`src/rtl/inert_spi_resp.sv`:
```
// SPI-mode-3 register responder for an inertial sensor front end.
// Serves config registers, WHO_AM_I and a shadow snapshot of the five
// sensor words, and raises INT when a new snapshot is taken.
module inert_spi_resp #(
  parameter logic [7:0] WHO_AM_I = 8'h6A
) (
  input  logic        clk,
  input  logic        rst,
  input  logic        SS_n,
  input  logic        SCLK,
  input  logic        MOSI,
  output logic        MISO,
  output logic        INT,
  input  logic [15:0] ptch_rt,
  input  logic [15:0] roll_rt,
  input  logic [15:0] yaw_rt,
  input  logic [15:0] ax,
  input  logic [15:0] ay,
  input  logic        smpl_vld,
  output logic [7:0]  int_cfg,
  output logic [7:0]  accl_cfg,
  output logic [7:0]  gyro_cfg,
  output logic [7:0]  rnd_cfg
);

  typedef enum logic [1:0] {IDLE, CMD, DATA, DONE} state_t;

  logic [1:0] ss_sync_q, sclk_sync_q, mosi_sync_q;
  logic       ss_prev_q, sclk_prev_q;
  logic       ss_s, sclk_s, mosi_s;
  logic       ss_fall, ss_rise, sclk_rise, sclk_fall, rise_ok;

  state_t      state_q, state_d;
  logic [4:0]  bit_cnt_q, bit_cnt_d;
  logic [15:0] rx_q, rx_d;
  logic [7:0]  tx_q, tx_d;
  logic        miso_q, miso_d;
  logic        wr_go_q, wr_go_d;

  logic [7:0]  int_cfg_q, int_cfg_d, accl_cfg_q, accl_cfg_d;
  logic [7:0]  gyro_cfg_q, gyro_cfg_d, rnd_cfg_q, rnd_cfg_d;

  logic [15:0] snap_ptch_q, snap_roll_q, snap_yaw_q, snap_ax_q, snap_ay_q;
  logic [15:0] snap_ptch_d, snap_roll_d, snap_yaw_d, snap_ax_d, snap_ay_d;
  logic [15:0] hold_ptch_q, hold_roll_q, hold_yaw_q, hold_ax_q, hold_ay_q;
  logic [15:0] hold_ptch_d, hold_roll_d, hold_yaw_d, hold_ax_d, hold_ay_d;
  logic        pending_q, pending_d;
  logic        load_q, load_d;
  logic        int_q, int_d;
  logic        int_clr;

  logic [6:0]  rd_addr;
  logic [7:0]  rd_byte;

  // Synchronizers and edge-history flops. SS_n resets to the "selected"
  // level so a select held low across reset never looks like a new frame.
  always_ff @(posedge clk or posedge rst) begin
    if (rst) begin
      ss_sync_q   <= '0;
      ss_prev_q   <= 1'b0;
      sclk_sync_q <= '1;
      sclk_prev_q <= 1'b1;
      mosi_sync_q <= '0;
    end else begin
      ss_sync_q   <= {ss_sync_q[0], SS_n};
      ss_prev_q   <= ss_sync_q[1];
      sclk_sync_q <= {sclk_sync_q[0], SCLK};
      sclk_prev_q <= sclk_sync_q[1];
      mosi_sync_q <= {mosi_sync_q[0], MOSI};
    end
  end

  assign ss_s      = ss_sync_q[1];
  assign sclk_s    = sclk_sync_q[1];
  assign mosi_s    = mosi_sync_q[1];
  assign ss_fall   = ss_prev_q & ~ss_s;
  assign ss_rise   = ~ss_prev_q & ss_s;
  assign sclk_rise = sclk_s & ~sclk_prev_q;
  assign sclk_fall = ~sclk_s & sclk_prev_q;
  assign rise_ok   = sclk_rise & ~ss_s & ((state_q == CMD) || (state_q == DATA));

  // Frame FSM next state.
  always_comb begin
    state_d = state_q;
    case (state_q)
      IDLE: if (ss_fall) state_d = CMD;
      CMD: begin
        if (ss_rise) state_d = IDLE;
        else if (rise_ok && bit_cnt_q == 5'd7) state_d = DATA;
      end
      DATA: begin
        if (ss_rise) state_d = IDLE;
        else if (rise_ok && bit_cnt_q == 5'd15) state_d = DONE;
      end
      DONE: if (ss_rise) state_d = IDLE;
      default: state_d = IDLE;
    endcase
  end

  // Read mux; address is the 7 bits completed by the 8th rise.
  assign rd_addr = {rx_q[5:0], mosi_s};
  always_comb begin
    rd_byte = '0;
    case (rd_addr)
      7'h0D:   rd_byte = int_cfg_q;
      7'h0F:   rd_byte = WHO_AM_I;
      7'h10:   rd_byte = accl_cfg_q;
      7'h11:   rd_byte = gyro_cfg_q;
      7'h14:   rd_byte = rnd_cfg_q;
      7'h22:   rd_byte = snap_ptch_q[7:0];
      7'h23:   rd_byte = snap_ptch_q[15:8];
      7'h24:   rd_byte = snap_roll_q[7:0];
      7'h25:   rd_byte = snap_roll_q[15:8];
      7'h26:   rd_byte = snap_yaw_q[7:0];
      7'h27:   rd_byte = snap_yaw_q[15:8];
      7'h28:   rd_byte = snap_ax_q[7:0];
      7'h29:   rd_byte = snap_ax_q[15:8];
      7'h2A:   rd_byte = snap_ay_q[7:0];
      7'h2B:   rd_byte = snap_ay_q[15:8];
      default: rd_byte = '0;
    endcase
  end

  // Shift datapath: capture on SCLK rise, drive MISO on SCLK fall.
  always_comb begin
    bit_cnt_d = bit_cnt_q;
    rx_d      = rx_q;
    tx_d      = tx_q;
    miso_d    = miso_q;
    wr_go_d   = 1'b0;
    if (ss_fall) begin
      bit_cnt_d = '0;
      rx_d      = '0;
      miso_d    = 1'b0;
    end else if (rise_ok) begin
      bit_cnt_d = bit_cnt_q + 5'd1;
      rx_d      = {rx_q[14:0], mosi_s};
      if (bit_cnt_q == 5'd7)  tx_d = rx_q[6] ? rd_byte : 8'h00;
      if (bit_cnt_q == 5'd15) wr_go_d = 1'b1;
    end else if (sclk_fall && !ss_s && bit_cnt_q >= 5'd8 && bit_cnt_q < 5'd16) begin
      miso_d = tx_q[7];
      tx_d   = {tx_q[6:0], 1'b0};
    end
    if (ss_s) miso_d = 1'b1;
  end

  // Register writes land one clk after the 16th rise, from the full frame in rx_q.
  always_comb begin
    int_cfg_d  = int_cfg_q;
    accl_cfg_d = accl_cfg_q;
    gyro_cfg_d = gyro_cfg_q;
    rnd_cfg_d  = rnd_cfg_q;
    if (wr_go_q && !rx_q[15]) begin
      case (rx_q[14:8])
        7'h0D:   int_cfg_d  = rx_q[7:0];
        7'h10:   accl_cfg_d = rx_q[7:0];
        7'h11:   gyro_cfg_d = rx_q[7:0];
        7'h14:   rnd_cfg_d  = rx_q[7:0];
        default: ;
      endcase
    end
  end

  // Snapshot loading: immediate when deselected, else held until SS_n rises.
  always_comb begin
    snap_ptch_d = snap_ptch_q;
    snap_roll_d = snap_roll_q;
    snap_yaw_d  = snap_yaw_q;
    snap_ax_d   = snap_ax_q;
    snap_ay_d   = snap_ay_q;
    hold_ptch_d = hold_ptch_q;
    hold_roll_d = hold_roll_q;
    hold_yaw_d  = hold_yaw_q;
    hold_ax_d   = hold_ax_q;
    hold_ay_d   = hold_ay_q;
    pending_d   = pending_q;
    load_d      = 1'b0;
    if (smpl_vld && ss_s) begin
      snap_ptch_d = ptch_rt;
      snap_roll_d = roll_rt;
      snap_yaw_d  = yaw_rt;
      snap_ax_d   = ax;
      snap_ay_d   = ay;
      pending_d   = 1'b0;
      load_d      = 1'b1;
    end else if (smpl_vld) begin
      hold_ptch_d = ptch_rt;
      hold_roll_d = roll_rt;
      hold_yaw_d  = yaw_rt;
      hold_ax_d   = ax;
      hold_ay_d   = ay;
      pending_d   = 1'b1;
    end else if (pending_q && ss_s) begin
      snap_ptch_d = hold_ptch_q;
      snap_roll_d = hold_roll_q;
      snap_yaw_d  = hold_yaw_q;
      snap_ax_d   = hold_ax_q;
      snap_ay_d   = hold_ay_q;
      pending_d   = 1'b0;
      load_d      = 1'b1;
    end
  end

  // INT: set after a load (wins over a same-cycle clear), cleared by a
  // completed 0x2B read or by writing int_cfg[1]=0.
  assign int_clr = (state_q == DONE && ss_rise && rx_q[15] && rx_q[14:8] == 7'h2B) ||
                   (wr_go_q && !rx_q[15] && rx_q[14:8] == 7'h0D && !rx_q[1]);
  always_comb begin
    int_d = int_q;
    if (int_clr) int_d = 1'b0;
    if (load_q && int_cfg_q[1]) int_d = 1'b1;
  end

  // State registers.
  always_ff @(posedge clk or posedge rst) begin
    if (rst) begin
      state_q     <= IDLE;
      bit_cnt_q   <= '0;
      rx_q        <= '0;
      tx_q        <= '0;
      miso_q      <= 1'b1;
      wr_go_q     <= 1'b0;
      int_cfg_q   <= '0;
      accl_cfg_q  <= '0;
      gyro_cfg_q  <= '0;
      rnd_cfg_q   <= '0;
      snap_ptch_q <= '0;
      snap_roll_q <= '0;
      snap_yaw_q  <= '0;
      snap_ax_q   <= '0;
      snap_ay_q   <= '0;
      hold_ptch_q <= '0;
      hold_roll_q <= '0;
      hold_yaw_q  <= '0;
      hold_ax_q   <= '0;
      hold_ay_q   <= '0;
      pending_q   <= 1'b0;
      load_q      <= 1'b0;
      int_q       <= 1'b0;
    end else begin
      state_q     <= state_d;
      bit_cnt_q   <= bit_cnt_d;
      rx_q        <= rx_d;
      tx_q        <= tx_d;
      miso_q      <= miso_d;
      wr_go_q     <= wr_go_d;
      int_cfg_q   <= int_cfg_d;
      accl_cfg_q  <= accl_cfg_d;
      gyro_cfg_q  <= gyro_cfg_d;
      rnd_cfg_q   <= rnd_cfg_d;
      snap_ptch_q <= snap_ptch_d;
      snap_roll_q <= snap_roll_d;
      snap_yaw_q  <= snap_yaw_d;
      snap_ax_q   <= snap_ax_d;
      snap_ay_q   <= snap_ay_d;
      hold_ptch_q <= hold_ptch_d;
      hold_roll_q <= hold_roll_d;
      hold_yaw_q  <= hold_yaw_d;
      hold_ax_q   <= hold_ax_d;
      hold_ay_q   <= hold_ay_d;
      pending_q   <= pending_d;
      load_q      <= load_d;
      int_q       <= int_d;
    end
  end

  assign MISO     = miso_q;
  assign INT      = int_q;
  assign int_cfg  = int_cfg_q;
  assign accl_cfg = accl_cfg_q;
  assign gyro_cfg = gyro_cfg_q;
  assign rnd_cfg  = rnd_cfg_q;

endmodule

```
`config.mk`:
```
export PLATFORM = sky130hd
export DESIGN_NAME = inert_spi_resp
export DESIGN_NICKNAME = d
export VERILOG_FILES = /design/src/rtl/inert_spi_resp.sv
export SDC_FILE = /design/constraint.sdc
export NUM_CORES = 1
export LEC_CHECK = 0
export BUFFER_PORTS_ARGS = -buffer_cell sky130_fd_sc_hd__buf_2
export CAP_MARGIN = 0
export CELL_PAD_IN_SITES_DETAIL_PLACEMENT = 0
export CELL_PAD_IN_SITES_GLOBAL_PLACEMENT = 1
export CORE_ASPECT_RATIO = 1.4
export CORE_MARGIN = 10
export CORE_UTILIZATION = 40
export CTS_CLUSTER_DIAMETER = 80
export DETAILED_ROUTE_END_ITERATION = 8
export PLACE_DENSITY = 0.67
export REMOVE_ABC_BUFFERS = 1
export SYNTH_ARGS = -nofsm -noshare
export SYNTH_HDL_FRONTEND = slang
export SYNTH_SLANG_ARGS = --single-unit
```
`constraint.sdc`:
```
create_clock -name clk -period 8.35 [get_ports clk]
set_clock_uncertainty 0.05 [all_clocks]
set_input_delay 0.4175 -clock clk [delete_from_list [all_inputs] [get_ports clk]]
set_output_delay 0.4175 -clock clk [all_outputs]
set_load 0.02 [all_outputs]
```
After elaboration in Yosys (flattened, before gate mapping)
Index checks and enable logic that the tools add are counted.
{"block": "totals", "ff_bits": 236, "in_bits": 86, "output_inout_bits": 34}
{"block": "op_classes", "add_sub_neg": 1, "n_lt_le_gt_ge": 2, "eq_ne": 32, "n_mux": 46, "bitwise": 12, "reduce_logical": 35}
{"cell": "$mux 16", "n": 17}
{"cell": "$pmux 8 s15", "n": 1}
{"cell": "$eq 7x6->1 const B", "n": 11}
{"cell": "$eq 7x5->1 const B", "n": 6}
{"cell": "$mux 8", "n": 4}
{"cell": "$eq 7x4->1 const B", "n": 3}
{"cell": "$mux 1", "n": 15}
{"cell": "$logic_and 1x1->1", "n": 14}
{"cell": "$reduce_and 2->1", "n": 7}
{"cell": "$mux 2", "n": 6}
{"cell": "$mux 5", "n": 2}
{"cell": "$pmux 2 s4", "n": 1}
{"cell": "$reduce_bool 2->1", "n": 4}
{"cell": "$and 1x1->1", "n": 6}
{"cell": "$ne 3x2->1 const B", "n": 2}
{"cell": "$not 1->1", "n": 6}
{"cell": "$reduce_bool 3->1", "n": 2}
{"cell": "$add 5x1->5 const B", "n": 1}
{"cell": "$eq 5x3->1 const B", "n": 1}
{"cell": "$eq 5x4->1 const B", "n": 1}
{"cell": "$ge 5x4->1 const B", "n": 1}
{"cell": "$lt 5x5->1 const B", "n": 1}
{"cell": "$eq 2x2->1 const B", "n": 2}
{"cell": "$ne 2x1->1 const B", "n": 2}
{"cell": "8 further kinds", "n": 12}

Longest topological paths before layout
Gate-level depths: netlist (run 1).
{"block": "depth", "depth_word": 9, "depth_mapped": 9}

Least setup slack after synthesis (run 1)
Ideal clock, no wire load.
{"block": "synth_path", "path_type": "register to register", "startpoint": "register state_q[0]", "endpoint": "register state_q[0]", "setup_ns": 0.065, "t_arrival_ns": 1.877, "required_ns": 8.235, "slack_ns": 6.358, "path_stages_with_launch": 10, "path_buffers": 1, "period_less_slack_ns": 1.992, "path_cell_list": "dfrtp_1 inv_1 ha_1 and4bb_1 buf_4 nand4b_1 and2_1 a211oi_2 a21boi_1 o22a_1"}
{"block": "synth_via", "elab_chain_len": 6, "elab_cells_between_ends": 14}
{"item": "start: declaration", "line": "33", "text": "state_t state_q, state_d;"}
{"item": "start signal: assignment", "line": "241", "text": "state_q <= state_d;"}
{"item": "$eq 2x1->1 / $eq 2x2->1 (equally long branches)", "line": "80, 85"}
{"item": "$logic_or 1x1->1", "line": "80", "text": "assign rise_ok = sclk_rise & ~ss_s & ((state_q == CMD) || (state_q == DATA));"}
{"item": "$and 1x1->1", "line": "80"}
{"item": "$logic_and 1x1->1, on equally long branches", "line": "93, 89"}
{"item": "$ne 3x2->1 (no line)"}
{"item": "$reduce_and 4->1 (no line)"}
Several ways; a longest one is shown, not always the timed one.
A chain may end at the register's enable or synchronous reset.

Worst setup path in the final report (run 1)
{"block": "layout_path", "startpoint": "register rx_q[4]", "endpoint": "register tx_q[6]"}
{"block": "layout_via", "elab_chain_len": 5, "elab_cells_between_ends": 19}
{"item": "start: declaration", "line": "35", "text": "logic [15:0] rx_q, rx_d;"}
{"item": "start signal: assignment", "line": "243", "text": "rx_q <= rx_d;"}
{"item": "$eq 7x6->1, or another cell as far along", "line": "104", "text": "case (rd_addr)"}
{"item": "$pmux 8 s15 *", "line": "104"}
{"item": "$mux 8 * (2 in series)", "line": "138", "text": "if (bit_cnt_q == 5'd7) tx_d = rx_q[6] ? rd_byte : 8'h00;"}
{"item": "$mux 8 *", "line": "135", "text": "end else if (rise_ok) begin"}
{"item": "end signal: assignment", "line": "244", "text": "tx_q <= tx_d;"}
{"item": "end: declaration", "line": "36", "text": "logic [7:0] tx_q, tx_d;"}
Every way passes the cells marked *; elsewhere a longest branch is shown, timed or not. The select of a mux whose other input is x is not followed.

==> impl_metrics.tcl, run 1 <==
set metrics [dict create \
    grt_usage 0.164 \
    pwr-share-clk 0.374 \
    synth_top_area_cell "dfrtp_1" \
    hold_path_class "in2reg" \
    final_nets 1036 \
    antenna_cells 0 \
    ant_nets 0 \
    syn_avg_cell_area_um2 12.6 \
    synth_commonest_cells "232 x dfrtp_1, 177 x a22o_1, 104 x mux2_2" \
    rows 71 \
    pin_count 120 \
    fin_crit_sh 0.375 \
    pwr-share-seq 0.495 \
    crit_required_ps 8740 \
    synth_top_cells_by_area "dfrtp_1 54%, a22o_1 14%, mux2_2 11%" \
    die_h_um 215 \
    cts.sinks 236 \
    placed_cell_area_um2 11700 \
    max_freq_mhz 319 \
    htreeDepth 1 \
    netlist-cell-type-count 70 \
    synthArstFlopShare 1.00 \
    p_sw_frac 0.252 \
    clock_path_buffers 3 \
    cts_buffers 24 \
    grt_overflow_total 0 \
    dp_hpwl_um 18900 \
    p_int_uw 2030 \
    yosys_warnings 0 \
    cp-start-kind "flop" \
    nFillCells 2519 \
    io_buffer_count 119 \
    clk_pin_slew_ps 60 \
    root_buffer "clkbuf_16" \
    p_leak_uw 0.00555 \
    status "completed" \
    switchingPower_uw 682 \
    slew_headroom 0.225 \
    synth_edf_count 0 \
    antenna_found_initial 0 \
    drv_slew 0 \
    worstMarginPinSlew_ps 1150 \
    syn_inst 859 \
    setup_viol 0 \
    drt_iter0_drc 439 \
    finalSetupTns_ps 0 \
    yosysSeqAreaShare 0.545 \
    rsz0062_at_grt "no" \
    synth-seq-cells 236 \
    drive_gt1_frac 0.311 \
    die-area_um2 34200 \
    die_x_um 159 \
    drt_wl_total_um 28800 \
    cellPowerDensity_nw_per_um2 218 \
    yosysMostFrequentCell "dfrtp_1" \
    num_vias 7442 \
    fin_area_um2 12500 \
    core-area_um2 26800 \
    wl_per_cell_um 21.7 \
    synthFlopType "dfrtp_1" \
    drv_cap 0 \
    min_period_ps 3130 \
    p_comb_frac 0.131 \
    critical_path_class "reg2reg" \
    irDropWorstVdd_v 0.000154 \
    grt_pass1_wl_um 45500 \
    gp_congestion 0.792 \
    critPathMaxFanout 21 \
    grt_pass1_vias 7894 \
    clock_latency_ps 520 \
    hold_violations 0 \
    critPathArrivalTime_ps 3520 \
    syn_area_um2 10800 \
    start_util 0.404 \
    grt_start_max_net_pins 85 \
    synthToLayoutAreaGrowth_pct 14.9 \
    cts_tree "yes" \
    worstSetupEndpointType "flop" \
    drc 0 \
    first_pass_iters 7 \
    viasPerCell 5.62 \
    synth_top_area_frac 0.536 \
]
==> state kept, by name (all words and copies together), names as in the netlist, 16 cells and up <==
register / cells
snap_ptch_q: 16
hold_ax_q: 16
snap_ax_q: 16
hold_ay_q: 16
hold_roll_q: 16
hold_ptch_q: 16
hold_yaw_q: 16
snap_roll_q: 16
rx_q: 16
snap_ay_q: 16
snap_yaw_q: 16
==> layout by cell type, fill, tap and decap left out, drive strengths merged, types with 6 or more instances in the layout <==
cell type and count:
a22oi 13, o21ai 20, a22o 177, inv 7, ha 6, nand2 38
clkbuf 37, a21oi 12, mux2 115, buf 130, nor3 12, nand3 9
nand2b 6, a31oi 8, dfrtp 232, mux2i 12, nor2 23, nor2b 7
==> power by group through the flow <==
| stage | clock [µW] | combinational (µW) | sequential, µW |
|---|---|---|---|
| 2_1_floorplan | 0 | 251 | 1350 |
| 3_3_place_gp | 0 | 356 | 1360 |
| 3_5_place_dp | 0 | 362 | 1360 |
| 5_1_grt | 1090 | 397 | 1360 |
| 4_1_cts | 1040 | 364 | 1340 |
| 6_report | 1010 | 356 | 1340 |
==> layout make-up <==
cell class | instances | area [µm²] | area share
tap | 365 | 457 | 0.0367
multi-input combinational | 541 | 4610 | 0.370
clock inverter | 5 | 50.0 | 0.00402
timing repair buffer | 134 | 718 | 0.0577
sequential | 236 | 5910 | 0.475
inverter | 7 | 33.8 | 0.00271
clock buffer | 37 | 671 | 0.0538
==> critical path, cell delays in order (launching register included) <==
cell     delay [ps]
dfrtp_1         610
nor2b_1         680
and3_1          840
nand2_1         110
mux4_2          460
and4_1          190
o21ai_1         100
==> worst paths after layout <==
check,start,cells after the start,to,slack [ps]
setup / recovery,rx_q[4],6,tx_q[6],5220
hold / removal,roll_rt[9],2,hold_roll_q[9],90
setup reg to reg,rx_q[4],6,tx_q[6],5220
hold reg to reg,mosi_sync_q[0],0,mosi_sync_q[1],300
max in group asynchronous,rst,4,tx_q[6],6330
min in group asynchronous,rst,3,hold_roll_q[3],490
==> through the flow <==
stage          total power (µW)  hold slack, ps  cells   util  worst slack, ps
2_1_floorplan              1600             281    784      -             1410
3_3_place_gp               1720             283   1279  0.436             5080
3_5_place_dp               1720             285   1279  0.436             5090
4_1_cts                    2750            79.1   1325  0.464             5230
5_1_grt                    2840            82.9   1325  0.464             4930
6_report                   2710            89.6   1325  0.464             5220
==> kinds of logic (layout without fill, tap and decap cells) <==
family / after synthesis / count (layout) / synth area share
fa+ha+maj: 6 / 6 / 0.00693
xor+xnor: 3 / 3 / 0.00242
simple gates: 129 / 129 / 0.0680
mux: 131 / 131 / 0.142
compound gates: 272 / 272 / 0.204
buf+inv: 82 / 183 / 0.0317
flops: 236 / 236 / 0.545
==> repair_timing <==
action / CTS / global route
hold endpoints to repair: 78 / 0
resized for setup: 0 / 0
hold buffers: 4 / 0
setup buffers: 0 / 0
==> layer usage <==
metal | track usage | share of wire | up-vias
met5 | 0 | 0 | -
met4 | 0.0455 | 0.017 | 0
met3 | 0.0312 | 0.051 | 31
met2 | 0.283 | 0.50 | 153
li1 | - | - | 3466
met1 | 0.204 | 0.43 | 3792
Power figures use the tool's default switching activity.
==> inputs of run 2 (changes only) <==
Clock period 8.35 ns to 2.9 ns, I/O delays scaled along.
==> impl_metrics.tcl, run 2 (same netlist as run 1, synthesis figures left out) <==
set metrics [dict create \
    rrSetupSlack_ps 400 \
    multi_input_area_um2 4610 \
    pin_count 120 \
    p_int_uw 6180 \
    drv_cap 0 \
    hold_path_class "in2async" \
    post_cts_resized 0 \
    pre_cts_ws_ps 466 \
    cts_setup_buffers 0 \
    critical_path_buf_inv_count 1 \
    grt_pass1_wl_um 48400 \
    crit_start "rx_q[5]" \
    first_pass_iters 5 \
    io_buffer_count 119 \
    critical_path_class "reg2reg" \
    root_buffer "clkbuf_16" \
    grt_start_max_net_pins 88 \
    critPathTopFamily "compound AO/OA/AOI/OAI gates" \
    switchingPower_uw 2070 \
    setup_viol 0 \
    cp_slowest_cell "dfrtp_1" \
    dpl.cell_count 1298 \
    grt_overflow_total 0 \
    num_vias 7856 \
    rsz0062_at_grt "no" \
    wl_per_cell_um 21.1 \
    setup_ws_ps 405 \
    path_depth 7 \
    critPathArrivalTime_ps 2830 \
    clock_latency_ps 520 \
    cp_cell_sequence "nor2_1 > and3_1 > buf_4 > a221oi_1 > nor3_1 > a2111oi_0 > o21ai_1" \
    core-area_um2 26800 \
    grt_usage 0.172 \
    r2r_start "rx_q[5]" \
    seq_area_um2 5910 \
    hold_violations 0 \
    timing.hold.ws_ps 192 \
    fin_crit_sh 0.860 \
    cts_buffers 25 \
    antenna_cells 0 \
    nFillCells 2461 \
    die_h_um 215 \
    antenna_found_initial 0 \
    r2r_end "tx_q[2]" \
    max_freq_mhz 401 \
    fin_cells 1426 \
    dp_hpwl_um 20400 \
    clock_path_buffers 3 \
    worstSetupEndpointType "flop" \
    clk_pin_slew_ps 60 \
    critPathMaxFanout 14 \
    irDropWorstVdd_v 0.000388 \
    p_comb_frac 0.136 \
    p_leak_uw 0.00605 \
    pwr-share-clk 0.394 \
    cts_tree "yes" \
    rows 71 \
    cp-endpoint "tx_q[2]" \
    p_sw_frac 0.251 \
    reg2reg_depth 7 \
    cellPowerDensity_nw_per_um2 610 \
    gp_congestion 0.879 \
    crit_required_ps 3240 \
    slew_headroom 0.505 \
    drt_iter0_drc 502 \
    drt_wl_total_um 30000 \
    cp-start-kind "flop" \
    pwr-share-seq 0.470 \
    viasPerCell 5.51 \
    synthToLayoutAreaGrowth_pct 24.8 \
    htreeDepth 1 \
    slowest_delay_ps 620 \
    min_period_ps 2500 \
    worstMarginPinSlew_ps 742 \
    drc 0 \
    die_x_um 159 \
    die-area_um2 34200 \
    final_nets 1136 \
    drive_gt1_frac 0.310 \
    final_cell_mix "231 x dfrtp_1, 177 x a22o_1, 119 x buf_2" \
    cts.sinks 236 \
    drv_slew 0 \
    mostFrequentLayoutCell "dfrtp_1" \
    ant_nets 0 \
    start_util 0.404 \
    grt_pass1_vias 8407 \
    status "completed" \
]
run 2: metrics by stage:
stage	setup TNS (ps)	util	total power (µW)	area, µm²
after global placement	0	0.442	4960	11900
after detailed placement	0	0.442	4990	11900
after global routing	0	0.504	8620	13500
after floorplan	-1220580	-	4600	10500
final	0	0.504	8250	13500
after CTS	0	0.504	8350	13500
run 2: layer usage:
layer  GRT usage  vias to the layer above  wire, µm
met5           0                        -         0
met4      0.0390                        0       433
met3      0.0293                       29      1260
met2       0.299                      147     15200
met1       0.220                     4009     13100
li1            -                     3671         -
run 2: final cells by class:
class                      count  share of cell area
sequential                   236               0.437
multi-input combinational    541               0.341
timing repair buffer         233               0.125
clock buffer                  34              0.0539
tap                          365              0.0337
clock inverter                10             0.00758
inverter                       7             0.00250
run 2: worst min path at each step:
stage	from	endpoint	slack, ps	cells past startpoint
2_1_floorplan	SCLK	sclk_sync_q[0]	100	0
6_report	rst	hold_ptch_q[9]	190	3
4_1_cts	smpl_vld	pending_q	180	4
3_5_place_dp	SCLK	sclk_sync_q[0]	200	1
3_3_place_gp	SS_n	ss_sync_q[0]	200	1
5_1_grt	SCLK	sclk_sync_q[0]	220	2
run 2: worst min-delay path: stages:
cell and delay [ps]:
dlygate4sd3_1 530, buf_2 150, inv_8 410
run 2: repair_timing:
| action | 4_1_cts | 5_1_grt |
|---|---|---|
| hold endpoints to repair | 243 | 0 |
| hold buffers | 84 | 0 |
| endpoints found under the setup margin | 0 | 0 |
run 2: power groups by stage:
stage	clock, µW	sequential (µW)	combinational, µW
3_5_place_dp	0	3940	1050
4_1_cts	3330	3880	1140
3_3_place_gp	0	3930	1030
2_1_floorplan	0	3880	722
5_1_grt	3450	3920	1250
6_report	3250	3880	1120
==> inputs of run 3 (changes only) <==
Settings changed: ABC_AREA set to 1, PLACE_DENSITY 0.67 to 0.74.
Clock period 2.9 ns to 2.29 ns, I/O delays scaled along.
==> impl_metrics.tcl, run 3 <==
set metrics [dict create \
    grt_start_max_net_pins 109 \
    pwr-share-clk 0.407 \
    syn_inst 1358 \
    yosysMostFrequentCell "nand2_1" \
    hold_violations 0 \
    wl_per_cell_um 16.0 \
    grt_pass1_vias 9529 \
    p_sw_frac 0.254 \
    synth_top_cells_by_area "dfrtp_1 52%, nand2_1 8.2%, inv_1 6.6%" \
    core-area_um2 27600 \
    cp-start-kind "flop" \
    rrSetupSlack_ps 270 \
    pin_count 120 \
    cts_setup_buffers 0 \
    synthToLayoutAreaGrowth_pct 25.1 \
    netlist-cell-type-count 31 \
    viasPerCell 4.91 \
    first_pass_iters 5 \
    antenna_found_initial 0 \
    yosys_warnings 0 \
    root_buffer "clkbuf_16" \
    pwr-share-seq 0.466 \
    critPathMaxFanout 15 \
    antenna_cells 0 \
    clock_path_buffers 3 \
    cp_slowest_cell "dfrtp_1" \
    grt_overflow_total 0 \
    hold_path_class "in2async" \
    fin_crit_sh 0.883 \
    p_int_uw 7740 \
    cellPowerDensity_nw_per_um2 744 \
    reg2reg_depth 11 \
    p_comb_frac 0.127 \
    drc 0 \
    clk_pin_slew_ps 60 \
    synthFlopType "dfrtp_1" \
    synth_top_area_cell "dfrtp_1" \
    worstMarginPinSlew_ps 631 \
    yosysSeqAreaShare 0.530 \
    gp_congestion 0.828 \
    worstSetupEndpointType "flop" \
    drv_cap 0 \
    io_buffer_count 119 \
    synth_edf_count 0 \
    cts_buffers 24 \
    final_cell_mix "241 x nand2_1, 232 x dfrtp_1, 195 x inv_1" \
    die_x_um 161 \
    cp_cell_sequence "inv_1 > ha_1 > nand2_1 > nor3_4 > nand3_1 > nand2_1 > nand2_2 > nand2_1 > o21ai_1 > inv_1 > nand2_1" \
    grt_usage 0.176 \
    synth-seq-cells 236 \
    post_cts_resized 0 \
    drive_gt1_frac 0.143 \
    syn_area_um2 11100 \
    grt_pass1_wl_um 51200 \
    slew_headroom 0.578 \
    cpMostUsedCell "nand2_1" \
    final_nets 1641 \
    utilization 0.506 \
    critical_path_buf_inv_count 2 \
    die-area_um2 35000 \
    p_leak_uw 0.00695 \
    htreeDepth 1 \
    num_vias 9501 \
    crit_required_ps 2640 \
    rows 72 \
    switchingPower_uw 2640 \
    cts.sinks 236 \
    critPathArrivalTime_ps 2370 \
    synth_commonest_cells "243 x nand2_1, 232 x dfrtp_1, 196 x inv_1" \
    cts_tree "yes" \
    drt_iter0_drc 618 \
    clock_latency_ps 520 \
    slowest_delay_ps 400 \
    critPathTopFamily "simple AND/OR/NAND/NOR gates" \
    synth_top_area_frac 0.521 \
    ant_nets 0 \
    min_period_ps 2020 \
    start_util 0.404 \
    dp_hpwl_um 21200 \
    syn_avg_cell_area_um2 8.20 \
    fin_total_pwr_uw 10400 \
    die_h_um 217 \
    critical_path_class "reg2reg" \
    status "completed" \
    r2r_end "tx_q[4]" \
    mostFrequentLayoutCell "nand2_1" \
    irDropWorstVdd_v 0.000500 \
    setup_viol 0 \
    synthArstFlopShare 1.00 \
    r2r_start "state_q[0]" \
    max_freq_mhz 495 \
    drt_wl_total_um 31000 \
    drv_slew 0 \
    cts_hold_buf 84 \
    rsz0062_at_grt "no" \
]
run 3: cell types whose count changed in the layout (fill, tap and decap cells not counted), sizes merged, moves of 105 or more:
cell	previous run	this run
inv	7	205
nand2	38	250
nand3	9	114
o21ai	20	133
mux2	115	0
a22o	177	0
nor2	23	149
run 3: layout make-up:
type / instances / area, µm²
flip-flops and latches: 236 / 5910
clock inverters: 10 / 150
multi-input cells: 849 / 4150
fillers: 2716 / 13600
well taps: 370 / 463
repair buffers: 233 / 1790
inverters: 205 / 777
clock buffers: 33 / 706
run 3: worst max path at each step:
| stage | start | to | slack, ps | cells past startpoint |
|---|---|---|---|---|
| 5_1_grt | state_q[0] | tx_q[5] | 90 | 11 |
| 3_3_place_gp | state_q[0] | tx_q[7] | 360 | 11 |
| 4_1_cts | state_q[0] | tx_q[4] | 280 | 11 |
| 3_5_place_dp | state_q[0] | tx_q[5] | 300 | 11 |
| 6_report | state_q[0] | tx_q[4] | 270 | 11 |
| 2_1_floorplan | rst | INT | -4340 | 1 |
run 3: layer usage:
layer | global-route usage | wire [µm] | up-vias
li1 | - | - | 4793
met1 | 0.232 | 13600 | 4516
met2 | 0.306 | 15700 | 161
met3 | 0.0230 | 1220 | 31
met4 | 0.0353 | 431 | 0
met5 | 0 | 0 | -
run 3: per-stage QoR:
step | std cells | setup TNS [ps] | cell area [µm²] | setup slack [ps] | hold WS, ps
floorplan | 1290 | -1159010 | 10800 | -4340 | 69.0
detailed placement | 1809 | 0 | 12200 | 295 | 93.7
global placement | 1809 | 0 | 12200 | 356 | 93.2
finish | 1936 | 0 | 13900 | 269 | 97.4
CTS | 1936 | 0 | 13900 | 277 | 90.5
global route | 1936 | 0 | 13900 | 89.1 | 121
run 3: tightest hold or removal path, delay by kind of cell:
kind | cells | cell delay (ps)
buf+inv | 3 | 950
run 3: kinds of logic (layout without fill, tap and decap cells):
family | after synthesis | count (layout) | share of synthesized area
DFF | 236 | 236 | 0.530
adders and majority gates | 6 | 6 | 0.00674
and+or+nand+nor | 523 | 523 | 0.198
AOI/OAI and AO/OA | 320 | 320 | 0.167
buffers and inverters | 273 | 481 | 0.0983
run 3: power groups by stage:
stage	clock network [µW]	registers [µW]	logic, µW
global placement	0	4900	1210
global route	4500	4880	1530
finish	4220	4830	1320
floorplan	0	4850	838
detailed placement	0	4910	1230
CTS	4350	4840	1340
